`src/rtl/tilemap_render_pkg.sv`:
```
// Shared constants, width helpers and pipeline flag type for the tile-map renderer.
package tilemap_render_pkg;
  localparam int GLYPH_W  = 8;
  localparam int GLYPH_SH = $clog2(GLYPH_W);
  localparam int LATENCY  = 4;
  localparam int CNT_W    = 10;

  typedef struct packed {
    logic act;
    logic fs;
  } pipe_flags_t;

  function automatic int log2w(input int n);
    return $clog2(n);
  endfunction
endpackage

```
`src/rtl/tilemap_scroll.sv`:
```
// Shadow/active scroll registers; active copy reloads only at the frame origin.
module tilemap_scroll
  import tilemap_render_pkg::*;
#(
  parameter int XW = 9,
  parameter int YW = 8
) (
  input  logic          clk,
  input  logic          reset_n,
  input  logic [XW-1:0] scroll_x,
  input  logic [YW-1:0] scroll_y,
  input  logic          scroll_wr,
  input  logic          frame0,
  output logic [XW-1:0] cur_x,
  output logic [YW-1:0] cur_y
);
  logic [XW-1:0] sh_x, ac_x;
  logic [YW-1:0] sh_y, ac_y;

  always_ff @(posedge clk or negedge reset_n) begin
    if (!reset_n) begin
      sh_x <= '0;
      sh_y <= '0;
      ac_x <= '0;
      ac_y <= '0;
    end else begin
      if (scroll_wr) begin
        sh_x <= scroll_x;
        sh_y <= scroll_y;
      end
      if (frame0) begin
        ac_x <= sh_x;
        ac_y <= sh_y;
      end
    end
  end

  // Bypass so the origin pixel already sees the value being loaded; a write in
  // that same cycle only lands in the shadow and waits for the next frame.
  assign cur_x = frame0 ? sh_x : ac_x;
  assign cur_y = frame0 ? sh_y : ac_y;
endmodule

```
`src/rtl/tilemap_render.sv`:
```
// Character tile-map renderer: fixed 4-cycle pipeline from raster counters to pixel.
module tilemap_render
  import tilemap_render_pkg::*;
#(
  parameter int COLS   = 64,
  parameter int ROWS   = 32,
  parameter int CHAR_H = 8,
  parameter int ACT_W  = 512,
  parameter int ACT_H  = 256
) (
  input  logic                                clk,
  input  logic                                reset_n,
  input  logic [CNT_W-1:0]                    hcnt,
  input  logic [CNT_W-1:0]                    vcnt,
  input  logic [log2w(COLS*GLYPH_W)-1:0]      scroll_x,
  input  logic [log2w(ROWS*CHAR_H)-1:0]       scroll_y,
  input  logic                                scroll_wr,
  output logic [log2w(COLS*ROWS)-1:0]         chram_addr,
  input  logic [7:0]                          chram_data,
  input  logic [7:0]                          attr_data,
  output logic [8+log2w(CHAR_H)-1:0]          chrom_addr,
  input  logic [7:0]                          chrom_data,
  output logic                                pix_on,
  output logic [3:0]                          pix_fg,
  output logic [3:0]                          pix_bg,
  output logic                                pix_valid,
  output logic                                frame_start
);
  localparam int XW = log2w(COLS*GLYPH_W);
  localparam int YW = log2w(ROWS*CHAR_H);
  localparam int LW = log2w(CHAR_H);
  localparam int ST = LATENCY-1;

  logic          frame0, act;
  logic [XW-1:0] sx, ex;
  logic [YW-1:0] sy, ey;
  pipe_flags_t   s0;

  assign frame0 = (hcnt == '0) && (vcnt == '0);
  assign act    = ({1'b0, hcnt} < 11'(ACT_W)) && ({1'b0, vcnt} < 11'(ACT_H));
  // Map dimensions are powers of two, so truncating the sum is the wrap.
  assign ex     = hcnt[XW-1:0] + sx;
  assign ey     = vcnt[YW-1:0] + sy;
  assign s0     = '{act: act, fs: frame0};

  tilemap_scroll #(.XW(XW), .YW(YW)) u_scroll (
    .clk      (clk),
    .reset_n  (reset_n),
    .scroll_x (scroll_x),
    .scroll_y (scroll_y),
    .scroll_wr(scroll_wr),
    .frame0   (frame0),
    .cur_x    (sx),
    .cur_y    (sy)
  );

  pipe_flags_t [ST-1:0]               flg_pipe;
  logic        [ST-1:0][GLYPH_SH-1:0] xo_pipe;
  logic        [1:0][LW-1:0]          yo_pipe;
  logic        [7:0]                  attr_q;
  logic                               run_q;

  always_ff @(posedge clk or negedge reset_n) begin
    if (!reset_n) begin
      chram_addr  <= '0;
      flg_pipe    <= '0;
      xo_pipe     <= '0;
      yo_pipe     <= '0;
      attr_q      <= '0;
      run_q       <= 1'b0;
      pix_on      <= 1'b0;
      pix_fg      <= '0;
      pix_bg      <= '0;
      pix_valid   <= 1'b0;
      frame_start <= 1'b0;
    end else begin
      run_q       <= 1'b1;
      chram_addr  <= {ey[YW-1:LW], ex[XW-1:GLYPH_SH]};
      flg_pipe    <= {flg_pipe[ST-2:0], s0};
      xo_pipe     <= {xo_pipe[ST-2:0], ex[GLYPH_SH-1:0]};
      yo_pipe     <= {yo_pipe[0], ey[LW-1:0]};
      attr_q      <= attr_data;
      // Bit 7 is the leftmost pixel, so the column index is inverted.
      pix_on      <= flg_pipe[ST-1].act & chrom_data[~xo_pipe[ST-1]];
      pix_fg      <= flg_pipe[ST-1].act ? attr_q[7:4] : 4'h0;
      pix_bg      <= flg_pipe[ST-1].act ? attr_q[3:0] : 4'h0;
      pix_valid   <= flg_pipe[ST-1].act;
      frame_start <= flg_pipe[ST-1].fs;
    end
  end

  // The glyph address is formed straight from the map RAM's registered output
  // to hold the 4-cycle budget; held at zero until the first clock after reset.
  assign chrom_addr = run_q ? {chram_data, yo_pipe[1]} : '0;
endmodule
```
`config.mk`:
```
export PLATFORM = sky130hd
export DESIGN_NAME = tilemap_render
export DESIGN_NICKNAME = d
export VERILOG_FILES = /design/src/rtl/tilemap_render_pkg.sv /design/src/rtl/tilemap_scroll.sv /design/src/rtl/tilemap_render.sv
export SDC_FILE = /design/constraint.sdc
export NUM_CORES = 1
export LEC_CHECK = 0
export CELL_PAD_IN_SITES_DETAIL_PLACEMENT = 1
export CELL_PAD_IN_SITES_GLOBAL_PLACEMENT = 2
export CORE_MARGIN = 1
export CORE_UTILIZATION = 36
export CTS_BUF_LIST = sky130_fd_sc_hd__clkbuf_8
export CTS_CLUSTER_DIAMETER = 50
export DETAILED_ROUTE_END_ITERATION = 16
export GPL_TIMING_DRIVEN = 0
export PLACE_DENSITY_LB_ADDON = 0.1
export SYNTH_ARGS = -nofsm -noshare
export SYNTH_HDL_FRONTEND = slang
export SYNTH_SLANG_ARGS = --single-unit
```
`constraint.sdc`:
```
create_clock -name clk -period 5.7 [get_ports clk]
set_input_delay 0.855 -clock clk [delete_from_list [all_inputs] [get_ports clk]]
set_output_delay 0.855 -clock clk [all_outputs]
set_load 0.1 [all_outputs]
```
==> impl_metrics.csv <==
group,metric,value,unit
worst_setup_path,r2r_start,"u_scroll.sh_y[1]",
power_and_ir_drop,p_per_area,265,mW/mm^2
clock_network,cts_made_buffers,9,
worst_hold_path,hold_class,"reg2reg",
global_route,grt_max_degree,49,
worst_setup_path,endpoint_kind,"flip-flop",
global_route,grt_use_total,15.6,%
worst_setup_path,crit_path_max_fanout,10,
global_route,grt_pass1_wl,11400,um
drt,routed-via-count,2111,
clock_network,cts.sinks,86,
worst_setup_path,r2r_end,"chram_addr[10]",
die,core_area,0.00889,sq mm
timing,period_minus_slack,4.52,ns
yosys,avgSynthCellArea,15.1,sq um
yosys,synth_compound_area_share,3.78,%
worst_setup_path,critPathKind,"in2reg",
timing,max_clock_freq,0.221,GHz
global_route,grt_pass1_vias,2239,
drt,routed_wl,6990,um
drt,drt_iter0_drc,22,
worst_setup_path,worstSetupEndpoint,"chram_addr[10]",
worst_setup_path,reg2regPathDepth,8,
clock_network,cts_root_buffer,"clkbuf_8",
cells_and_area,layout_commonest_cell,"clkdlybuf4s50_1",
clock_network,holdBufCountCts,0,
clock_network,postCtsSetupBuffers,0,
cells_and_area,nets,412,
timing,rsz0062_at_grt,"no",
placement,port_buffers,95,
timing,final-max-slew-violation-count,0,
timing,finalCritPeriodShare,79.4,%
cells_and_area,layout_common_cells,"clkdlybuf4s50_1 (94), dfrtp_1 (86), mux2_2 (32)",
yosys,yosysWarnings,0,
power_and_ir_drop,vdd_ir_drop_max,124,uV
worst_setup_path,required,5.94,ns
global_route,antenna_found_initial,0,
drt,ant_nets,0,
yosys,syn_area,0.00338,sq mm
timing,finalHoldViolations,0,
yosys,synth-simple-area-share,7.26,%
cells_and_area,drive_above_1_share,17.3,%
cells_and_area,final_cells,444,
timing,maxSlewHeadroom,33.9,%
clock_network,cts_resized,0,
yosys,synthAdderAreaFrac,6.75,%
timing,worst_pin_slew,0.988,ns
yosys,ys_ff_latch,86,
yosys,synthXorXnorAreaFrac,4.11,%
clock_network,tritoncts,"built",
timing,fin_skew,0.00618,ns
worst_setup_path,cp-startpoint,"vcnt[2]",
yosys,synth_nets,305,
placement,dpl.hpwl,5260,um
drt,dr.pass1.iters,4,
die,die_x,98.8,um
power_and_ir_drop,p_leak,2.10,nW
worst_setup_path,cp.arrival,4.77,ns
yosys,synth_top_family_by_area,"multiplexers",
clock_network,clock_latency,0.35,ns
clock_network,clk_pin_slew_worst_paths,0.09,ns
yosys,synthCells,224,
die,io_pins,97,
cells_and_area,fill_cells,899,
drt,drc,0,
job,cap_violations,0,
worst_setup_path,reg2reg_slack,3.50,ns
clock_network,clockBufferDepth,2,
cells_and_area,areaGrowthSynthToFinish,38.2,%
die,rows,34,
yosys,synth_mux_area_share,13.2,%
worst_setup_path,startpoint_type,"input port",
clock_network,h-tree-depth,3,
yosys,seq_area_frac_synth,63.8,%
die,die_h,98.8,um
die,fp.dieArea,0.00977,sq mm
placement,placed_cells,428,
cells_and_area,diodes,0,
timing,setup_viol,0,
placement,gp_congestion,0.734,
drt,vias_per_cell,4.75,
global_route,overflow,0,
status,status,"completed",
yosys,synthDistinctLibCells,31,
timing,setup-tns-final,0,ns
die,start_util,38.0,%
drt,wire_per_inst,15.7,um
## power breakdown
part | internal, mW | total (mW) | leakage, nW | switching [mW]
Sequential | 0.637 | 0.648 | 1.08 | 0.0111
Combinational | 0.0794 | 0.196 | 0.939 | 0.117
Clock | 0.163 | 0.393 | 0.0866 | 0.230
Total | 0.879 | 1.24 | 2.10 | 0.358
## final cells by class
class                      count  area, sq um  area share, %
buffer                         4         16.3          0.349
clock buffer                   9          124           2.65
clock inverter                 7         55.1           1.18
inverter                       5         18.8          0.402
multi-input combinational    129         1190           25.5
sequential                    86         2150           46.1
tap                          108          135           2.90
timing repair buffer          96          976           20.9
## critical path, cell delays in order
cell and delay (ns):
clkdlybuf4s50_1 0.47, nor4_1 0.39, nand4_1 0.22, nor4_4 0.56
buf_2 0.44, mux2_2 0.42, ha_1 0.28, a21o_1 0.15
a21oi_1 0.23, nor2b_1 0.08, o21a_1 0.19, a311o_1 0.36
xnor2_1 0.12
## Yosys cell counts
library cell | count | share of area (%)
a21o_1 | 4 | 0.89
a21oi_1 | 5 | 0.74
a311o_1 | 1 | 0.30
a31oi_1 | 1 | 0.19
and2_1 | 19 | 3.5
buf_2 | 1 | 0.15
clkbuf_1 | 3 | 0.33
conb_1 | 1 | 0.11
dfrtp_1 | 86 | 64
fa_1 | 2 | 1.2
ha_1 | 15 | 5.6
inv_1 | 5 | 0.56
mux2_2 | 32 | 11
mux2_4 | 2 | 0.89
mux2i_1 | 1 | 0.30
mux4_2 | 2 | 1.3
nand2_1 | 3 | 0.33
nand4_1 | 1 | 0.19
nor2_1 | 6 | 0.67
nor2b_1 | 5 | 0.93
nor3_1 | 2 | 0.30
nor4_1 | 2 | 0.37
nor4_4 | 1 | 0.63
o21a_1 | 4 | 0.89
o21ai_0 | 2 | 0.30
o21bai_1 | 1 | 0.22
o221ai_1 | 1 | 0.26
or4_4 | 1 | 0.33
xnor2_1 | 13 | 3.4
xor2_1 | 1 | 0.26
xor2_2 | 1 | 0.48
## registers in the layout (all words and copies together) (netlist names)
name	cells
u_scroll.sh_x	9
frame_start	1
u_scroll.ac_y	8
u_scroll.sh_y	8
u_scroll.ac_x	9
flg_pipe	6
attr_q	8
pix_on	1
pix_valid	1
yo_pipe	6
xo_pipe	9
run_q	1
pix_bg	4
pix_fg	4
chram_addr	11
## worst min-delay path by stage
stage / from / endpoint / cells after the start
after floorplan: flg_pipe[0] / flg_pipe[2] / 0
after global placement: flg_pipe[1] / flg_pipe[3] / 0
after detailed placement: flg_pipe[1] / flg_pipe[3] / 0
after CTS: yo_pipe[0] / yo_pipe[3] / 0
after global routing: flg_pipe[0] / flg_pipe[2] / 0
final: yo_pipe[0] / yo_pipe[3] / 0
## cell families after synthesis
kind of cell,Yosys count
fa+ha+maj,17
other cells,1
compound gates,19
buf+inv,9
xor+xnor,15
mux,37
simple gates,40
flops,86
## stage by stage
stage	power, mW	hold WS [ns]	setup slack [ns]	area (sq um)	util [%]
3_3_place_gp	0.853	0.333	0.705	4460	50.2
4_1_cts	1.26	0.352	1.15	4670	52.5
5_1_grt	1.28	0.352	0.912	4670	52.5
3_5_place_dp	0.859	0.336	0.768	4490	50.5
2_1_floorplan	0.766	0.331	1.72	3380	-
6_report	1.24	0.352	1.18	4670	52.5
## per-layer routing
layer / vias to the layer above / global-route usage, % / share of wire (%)
li1: 974 / - / -
met1: 1066 / 19.0 / 43
met5: - / 0 / 0
met4: 0 / 5.86 / 1.2
met3: 7 / 4.96 / 6.2
met2: 64 / 25.9 / 49
No activity file was read; power rests on OpenSTA's default activity.
